**config.mk**
```make
export PLATFORM = sky130hd
export DESIGN_NAME = imem_loader
export DESIGN_NICKNAME = d
export VERILOG_FILES = /design/src/rtl/imem_loader_pkg.sv /design/src/rtl/imem_loader.sv
export SDC_FILE = /design/constraint.sdc
export NUM_CORES = 1
export LEC_CHECK = 0
export CAP_MARGIN = 10
export CORE_UTILIZATION = 46
export DETAILED_ROUTE_END_ITERATION = 16
export DONT_BUFFER_PORTS = 1
export PLACE_DENSITY_LB_ADDON = 0.1
export RECOVER_POWER = 25
export SLEW_MARGIN = 0
export SYNTH_ARGS = -nofsm -noshare
export SYNTH_HDL_FRONTEND = slang
export SYNTH_SLANG_ARGS = --single-unit
export TNS_END_PERCENT = 20
```
**constraint.sdc**
```tcl
create_clock -name clk -period 2.95 [get_ports clk]
set_input_delay 0.295 -clock clk [delete_from_list [all_inputs] [get_ports clk]]
set_output_delay 0.295 -clock clk [all_outputs]
set_load 0.1 [all_outputs]
```
**src/rtl/imem_loader_pkg.sv**
```systemverilog
// imem_loader_pkg
// Shared definitions for the byte-serial instruction-memory loader:
//   loader_state_t : frame-parser states
//   LOADER_HDR     : byte that opens every frame
//   WORD_BYTES     : bytes assembled into one instruction word
package imem_loader_pkg;

    typedef enum logic [2:0] {
        IDLE  = 3'd0,
        COUNT = 3'd1,
        DATA  = 3'd2,
        CSUM  = 3'd3,
        ERR   = 3'd4
    } loader_state_t;

    localparam logic [7:0] LOADER_HDR = 8'hA5;
    localparam int         WORD_BYTES = 4;

endpackage

```
**src/rtl/imem_loader.sv**
```systemverilog
// imem_loader
// Receives a framed program image byte by byte, assembles little-endian
// 32-bit instructions and writes them into the instruction memory. The
// processor is held in reset for the whole load, and stays held if the
// image turns out to be corrupt.
//
// Frame: A5, N (words), 4*N data bytes LSB first, checksum C, where
// (sum of data bytes + C) mod 256 must be zero.
//
// Ports:
//   clk       in   clock
//   reset     in   synchronous active-high reset
//   rx_valid  in   one-cycle strobe, rx_data holds a byte
//   rx_data   in   received byte
//   we        out  one-cycle instruction-memory write enable
//   waddr     out  word-aligned byte address of the write
//   wdata     out  instruction word being written
//   cpu_hold  out  keeps the processor in reset while high
//   done      out  one-cycle pulse when a frame checks out
//   err       out  sticky frame error, cleared by the next header
module imem_loader
    import imem_loader_pkg::*;
#(
    parameter int INS_ADDRESS = 9,
    parameter int INS_W       = 32,
    parameter int TIMEOUT     = 1_000_000
) (
    input  logic                   clk,
    input  logic                   reset,
    input  logic                   rx_valid,
    input  logic [7:0]             rx_data,
    output logic                   we,
    output logic [INS_ADDRESS-1:0] waddr,
    output logic [INS_W-1:0]       wdata,
    output logic                   cpu_hold,
    output logic                   done,
    output logic                   err
);

    localparam int         DEPTH     = 2 ** (INS_ADDRESS - 2);
    localparam int         TW        = $clog2(TIMEOUT + 1);
    localparam logic [1:0] LAST_LANE = 2'(WORD_BYTES - 1);

    loader_state_t state_q, state_d;

    logic [7:0]             count_q, count_d;
    logic [7:0]             idx_q, idx_d;
    logic [1:0]             lane_q, lane_d;
    logic [7:0]             sum_q, sum_d;
    logic [23:0]            asm_q, asm_d;
    logic [TW-1:0]          timer_q, timer_d;
    logic                   we_q, we_d;
    logic [INS_ADDRESS-1:0] waddr_q, waddr_d;
    logic [INS_W-1:0]       wdata_q, wdata_d;
    logic                   hold_q, hold_d;
    logic                   done_q, done_d;
    logic                   err_q, err_d;

    logic inFrame;
    logic timeoutHit;

    // The inter-byte timer only runs while a frame is open; once it has
    // counted TIMEOUT idle cycles the frame is abandoned. A byte arriving
    // in the expiry cycle takes priority and reloads the timer.
    assign inFrame    = (state_q == COUNT) || (state_q == DATA) || (state_q == CSUM);
    assign timeoutHit = (timer_q == TW'(TIMEOUT - 1));

    // Next-state and output logic. Everything holds by default; we and
    // done are pulses so they default low. The assembly register shifts
    // bytes in from the top so after three bytes it holds {b2,b1,b0} and
    // the fourth byte completes the word as its most significant byte.
    always_comb begin
        state_d = state_q;
        count_d = count_q;
        idx_d   = idx_q;
        lane_d  = lane_q;
        sum_d   = sum_q;
        asm_d   = asm_q;
        timer_d = '0;
        we_d    = 1'b0;
        waddr_d = waddr_q;
        wdata_d = wdata_q;
        hold_d  = hold_q;
        done_d  = 1'b0;
        err_d   = err_q;

        case (state_q)
            IDLE, ERR: begin
                if (rx_valid && rx_data == LOADER_HDR) begin
                    state_d = COUNT;
                    hold_d  = 1'b1;
                    err_d   = 1'b0;
                end
            end

            COUNT: begin
                if (rx_valid) begin
                    if (rx_data == 8'd0 || int'(rx_data) > DEPTH) begin
                        state_d = ERR;
                        err_d   = 1'b1;
                    end else begin
                        count_d = rx_data;
                        idx_d   = 8'd0;
                        lane_d  = 2'd0;
                        sum_d   = 8'd0;
                        state_d = DATA;
                    end
                end
            end

            DATA: begin
                if (rx_valid) begin
                    sum_d  = sum_q + rx_data;
                    asm_d  = {rx_data, asm_q[23:8]};
                    lane_d = lane_q + 2'd1;
                    if (lane_q == LAST_LANE) begin
                        we_d    = 1'b1;
                        waddr_d = INS_ADDRESS'({idx_q, 2'b00});
                        wdata_d = INS_W'({rx_data, asm_q});
                        idx_d   = idx_q + 8'd1;
                        if ((idx_q + 8'd1) == count_q) begin
                            state_d = CSUM;
                        end
                    end
                end
            end

            CSUM: begin
                if (rx_valid) begin
                    if ((sum_q + rx_data) == 8'd0) begin
                        state_d = IDLE;
                        done_d  = 1'b1;
                        hold_d  = 1'b0;
                    end else begin
                        state_d = ERR;
                        err_d   = 1'b1;
                    end
                end
            end

            default: begin
                state_d = IDLE;
            end
        endcase

        if (inFrame && !rx_valid) begin
            if (timeoutHit) begin
                state_d = ERR;
                err_d   = 1'b1;
            end else begin
                timer_d = timer_q + TW'(1);
            end
        end
    end

    // State and output registers with synchronous reset; a reset mid-frame
    // drops the parser back to IDLE so no further writes are issued.
    always_ff @(posedge clk) begin
        if (reset) begin
            state_q <= IDLE;
            count_q <= '0;
            idx_q   <= '0;
            lane_q  <= '0;
            sum_q   <= '0;
            asm_q   <= '0;
            timer_q <= '0;
            we_q    <= 1'b0;
            waddr_q <= '0;
            wdata_q <= '0;
            hold_q  <= 1'b0;
            done_q  <= 1'b0;
            err_q   <= 1'b0;
        end else begin
            state_q <= state_d;
            count_q <= count_d;
            idx_q   <= idx_d;
            lane_q  <= lane_d;
            sum_q   <= sum_d;
            asm_q   <= asm_d;
            timer_q <= timer_d;
            we_q    <= we_d;
            waddr_q <= waddr_d;
            wdata_q <= wdata_d;
            hold_q  <= hold_d;
            done_q  <= done_d;
            err_q   <= err_d;
        end
    end

    assign we       = we_q;
    assign waddr    = waddr_q;
    assign wdata    = wdata_q;
    assign cpu_hold = hold_q;
    assign done     = done_q;
    assign err      = err_q;

endmodule

```
* Word-level counts from Yosys, hierarchy flattened
Cells that the tools add are included.
** Cells by class
- Equal/unequal tests :: 15
- Reduce and logical (&&, ||, !) cells :: 21
- $add $sub $neg :: 4
- Bitwise operators :: 5
- Multiplexer cells :: 36
- Magnitude comparators :: 1
** Operators with widths (count)
- 8-bit two-way mux :: 5
- 8-bit one-hot mux with 2 select lines :: 2
- 3-bit two-way mux :: 10
- 20-bit by 1-bit adder with 20-bit output, second input constant :: 1
- 20-bit equality test, second input constant :: 1
- 8-bit logical NOT :: 2
- 1-bit two-way mux :: 12
- 3-bit one-hot mux with 4 select lines :: 1
- 2-bit != test, second input constant :: 5
- 3-bit OR reduction :: 3
- 8-bit by 1-bit adder with 8-bit output, second input constant :: 1
- 8-bit adder :: 1
- 8-bit equality test :: 1
- 8-bit equality test, second input constant :: 1
- 8-bit > comparator, second input constant :: 1
- 4-bit AND reduction :: 2
- 3-bit by 2-bit equality test with 1-bit output, second input constant :: 2
- 2-bit two-way mux :: 3
- 3-bit AND reduction :: 2
- 1-bit NOT :: 5
- 5-bit AND reduction :: 1
- 2-bit by 1-bit != test with 1-bit output, second input constant :: 2
- 2-bit one-hot mux with 2 select lines :: 1
- 2-bit nonzero test :: 2
- other kinds (12) :: 15
** Word-level totals
- Output and inout port bits :: 45
- Logic and storage cells :: 95
- Bits of input ports :: 11
- Flip-flop bits (word level) :: 116

* Logic depth before layout (Yosys ltp)
- Word-level depth :: 8
- Mapped depth :: 8
- Gate-level depth less buffers :: 7

* Least setup slack after synthesis
No wires, ideal clock.
- Kind :: input port to flip-flop
- Start point :: input port rx_data[0]
- End point :: register done_q, in the netlist done
- Buffers on the path :: 0
- Library setup time :: 96 ps
- Cell stages on the path :: 7
- Required time :: 2854 ps
- Slack :: 792 ps
- Arrival time :: 2062 ps
- Path through :: ha_1 > fa_1 > a211oi_1 > o21ba_2 > o221ai_1 > nor3_1 > nor4b_1
** Between the ends
- Cells in the longest elaborated chain, start to end :: 3
** Ends and longest elaborated chain
- from (decl) :: line imem_loader.sv:31 : input logic [7:0] rx_data,
- 8-bit adder :: line imem_loader.sv:130 : if ((sum_q + rx_data) == 8'd0) begin
- 8-bit logical NOT :: line imem_loader.sv:130
- 1-bit two-way mux :: line imem_loader.sv:130
- to (signal assigned) :: line imem_loader.sv:185 : done_q <= done_d;
- to (decl) :: line imem_loader.sv:56 : logic done_q, done_d;
No other way between the ends.
A chain may end at the register's enable or synchronous reset.

* Final worst setup path
- Start point :: register sum_q[0]
- End point :: register done_q, in the netlist done
** Between the ends
- Cells in the longest elaborated chain, start to end :: 3
** Ends and longest elaborated chain
- from (decl) :: line imem_loader.sv:49 : logic [7:0] sum_q, sum_d;
- from (signal assigned) :: line imem_loader.sv:178 : sum_q <= sum_d;
- 8-bit adder :: line imem_loader.sv:130
- 8-bit logical NOT :: line imem_loader.sv:130
- 1-bit two-way mux :: line imem_loader.sv:130
No other way between the ends.

==> flow_metrics.py <==
metrics = {
    "outcome": {
        "status": "completed",
    },
    "critical_path": {
        "crit_type": "flip-flop to flip-flop",
        "path_cells": "ha_1 -> fa_1 -> a211oi_1 -> o21ba_2 -> o221ai_1 -> nor3_1 -> nor4b_1",
        "crit_family": "compound AO/OA/AOI/OAI gates",
        "r2r_start": "sum_q[0]$_SDFFE_PP0P_",
        "ff2ff_setup_slack_ns": 0.38,
        "path_buf_inv": 0,
        "crit_path_start_kind": "flip-flop",
        "arrival_ns": 2.87,
        "endpoint_kind": "flip-flop",
        "reg2regPathDepth": 7,
        "cp_data_required_time_ns": 3.25,
        "r2r-end": "done$_SDFF_PP0_",
        "slowest_stage": "a211oi_1",
        "crit_fanout": 4,
        "cpPeakStageDelay_ns": 0.42,
        "cp.depth": 7,
    },
    "clock_network": {
        "clock_tree.root_cell": "clkbuf_16",
        "postCtsHoldBufs": 6,
        "cts_tree": "yes",
        "cts-resized-gates": 0,
        "clk_pin_slew_ns": 0.06,
        "cts_max_level": 4,
        "clock_latency_ns": 0.42,
        "cts_made_buffers": 17,
        "clock-sinks": 116,
        "cts_setup_buffers": 0,
        "clk_path_buf_depth": 2,
    },
    "sta": {
        "fin_worst_skew_ns": 0.0101,
        "setup_ws_ns": 0.377,
        "slew_violations": 0,
        "timing.fmax_ghz": 0.389,
        "post-route-period-util": 0.872,
        "tightest_slew_ns": 1.20,
        "worst_hold_slack_ns": 0.0156,
        "period_needed_ns": 2.57,
        "rsz0062_at_grt": "no",
        "hold_viol_final": 0,
        "slew_headroom": 0.203,
        "setup_viol": 0,
        "finalSetupTns_ns": 0,
    },
    "placed_design": {
        "pre_cts_ws_ns": 0.495,
        "gp_congestion": 0.868,
        "io_buffers": 0,
        "dp_hpwl_mm": 8.00,
    },
    "global_route": {
        "antenna_found_initial": 0,
        "grtUsageTotal": 0.230,
        "grt_max_degree": 91,
        "grt_remaining_overflow": 0,
        "grt_pass1_wl_mm": 20.4,
        "grt_pass1_vias": 4024,
    },
    "synthesis": {
        "yosysTopAreaCellShare": 0.447,
        "avgSynthCellArea_sq_um": 8.00,
        "async_flop_share": 0,
        "synth_seq_cells": 116,
        "synth_area_leaders": "dfxtp_1, nand2_1, a21oi_1",
        "yosysTopAreaCell": "dfxtp_1",
        "ys_seq_area_frac": 0.447,
        "synthFlopType": "dfxtp_1",
        "syn_area_sq_um": 5190,
        "synthCells": 649,
        "synth_edf_count": 0,
        "ys_warn_count": 0,
        "synth_cell_types": 57,
    },
    "finish": {
        "multiInputGateArea_sq_um": 2670,
        "drive_above_1_share": 0.0883,
        "nets": 666,
        "syn2layout_area_growth_pct": 15.5,
        "diodes": 0,
        "ff_latch_area_sq_um": 2320,
        "fill_cells": 1067,
        "post-route-util": 0.548,
    },
    "min_path": {
        "hold_depth": 2,
        "holdPathEnd": "wdata[31]$_SDFFE_PP0P_",
        "worstHoldPathType": "primary input to flip-flop",
        "hp-start": "rx_data[7]",
    },
    "pwr": {
        "p_clk_frac": 0.571,
        "p_leak_nw": 1.94,
        "combinationalPowerShare": 0.021,
        "switchingPower_uw": 790,
        "p_int_mw": 3.06,
        "seq_power_share": 0.408,
        "p_per_area_nw_per_um2": 642,
        "vdd_drop_max_v": 0.000466,
        "netSwitchingFraction": 0.205,
    },
    "die": {
        "die_y_um": 108,
        "start_util": 0.475,
        "rows": 38,
        "io_pins": 56,
        "die_width_um": 108,
        "core_sq_um": 10900,
        "dieArea_sq_um": 11700,
    },
    "route": {
        "ant_nets": 0,
        "drt_iter0_drc": 300,
        "drc": 0,
        "via_per_inst": 5.52,
        "dr.pass1.iters": 5,
        "vias": 4401,
        "wl_mm": 12.5,
        "drt-wirelength-per-cell_um": 15.7,
    },
    "run": {
        "maxCapViolations": 0,
    },
}
## cells in the mapped netlist, drive strengths merged (11+ instances only)
cell    instances
dfxtp         116
nand4          14
clkbuf         32
xnor2          20
nand3          29
a21oi          92
nor3           15
nand2         158
nor2           41
o21ai          13
and3           11
## layer usage
layer  vias up  wire length (um)  track usage  part of all wire
met2       124              5500        0.331              0.44
met5         -                 0            0                 0
met4         0               284        0.102             0.023
li1       2217                 -            -                 -
met3        19               806       0.0808             0.064
met1      2041              5910        0.309              0.47
## sequential cells by signal, summed over array words and instances (netlist names), 2 cells and up
register	cells
asm_q	24
wdata	32
waddr	7
idx_q	8
lane_q	2
count_q	8
state_q	3
timer_q	20
sum_q	8
## worst register-to-register path, stage by stage, from the launching register on
cell and delay [ns]:
dfxtp_1 0.31, ha_1 0.21, fa_1 0.41, a211oi_1 0.42
o21ba_2 0.23, o221ai_1 0.12, nor3_1 0.40, nor4b_1 0.35
## logic make-up (layout without fill, tap and decap cells)
group,after synthesis,count (layout),share of synthesized area
buf+inv,49,56,0.0412
compound gates,134,134,0.152
fa+ha+maj,11,11,0.0280
mux,1,1,0.00193
flops,116,116,0.447
other cells,1,2,0.000723
simple gates,307,307,0.278
xor+xnor,30,30,0.0506
## per-stage QoR
stage               instances  power (mW)  instance area [sq um]
floorplan                 650        1.66                   5190
global placement          756        1.65                   5260
detailed placement        756        1.65                   5260
CTS                       794        3.88                   5970
global route              797        3.97                   5990
finish                    797        3.85                   5990
## cell type report
cell class | count | area share
multi-input combinational | 485 | 0.446
tap | 140 | 0.0292
clock buffer | 21 | 0.0768
inverter | 7 | 0.00438
timing repair buffer | 17 | 0.0273
sequential | 116 | 0.387
clock inverter | 11 | 0.0290
## worst max-delay path by stage
| stage | from | to | slack [ns] |
|---|---|---|---|
| after floorplan | rx_data[0] | done$_SDFF_PP0_ | 0.79 |
| after global placement | rx_data[0] | done$_SDFF_PP0_ | 0.57 |
| after detailed placement | rx_data[0] | done$_SDFF_PP0_ | 0.49 |
| after CTS | sum_q[0]$_SDFFE_PP0P_ | done$_SDFF_PP0_ | 0.48 |
| after global routing | sum_q[0]$_SDFFE_PP0P_ | done$_SDFF_PP0_ | 0.17 |
| final | sum_q[0]$_SDFFE_PP0P_ | done$_SDFF_PP0_ | 0.38 |
## power groups by stage
stage | clock (mW) | combinational [mW] | sequential (mW)
6_report | 2.20 | 0.0809 | 1.57
5_1_grt | 2.32 | 0.0876 | 1.57
4_1_cts | 2.24 | 0.0773 | 1.57
3_5_place_dp | 0 | 0.0449 | 1.60
3_3_place_gp | 0 | 0.0442 | 1.60
2_1_floorplan | 0 | 0.0578 | 1.60
## placed cells by master (no fill, tap or decap), types with 10 or more instances in the layout
| master | count |
|---|---|
| nand4_1 | 14 |
| a21oi_1 | 92 |
| clkbuf_16 | 17 |
| nand2_1 | 157 |
| nand3_1 | 28 |
| dfxtp_1 | 116 |
| nor3_1 | 15 |
| xor2_1 | 10 |
| ha_1 | 10 |
| nor2_1 | 41 |
| xnor2_1 | 20 |
Note: power is estimated with default switching activity, not from simulation.
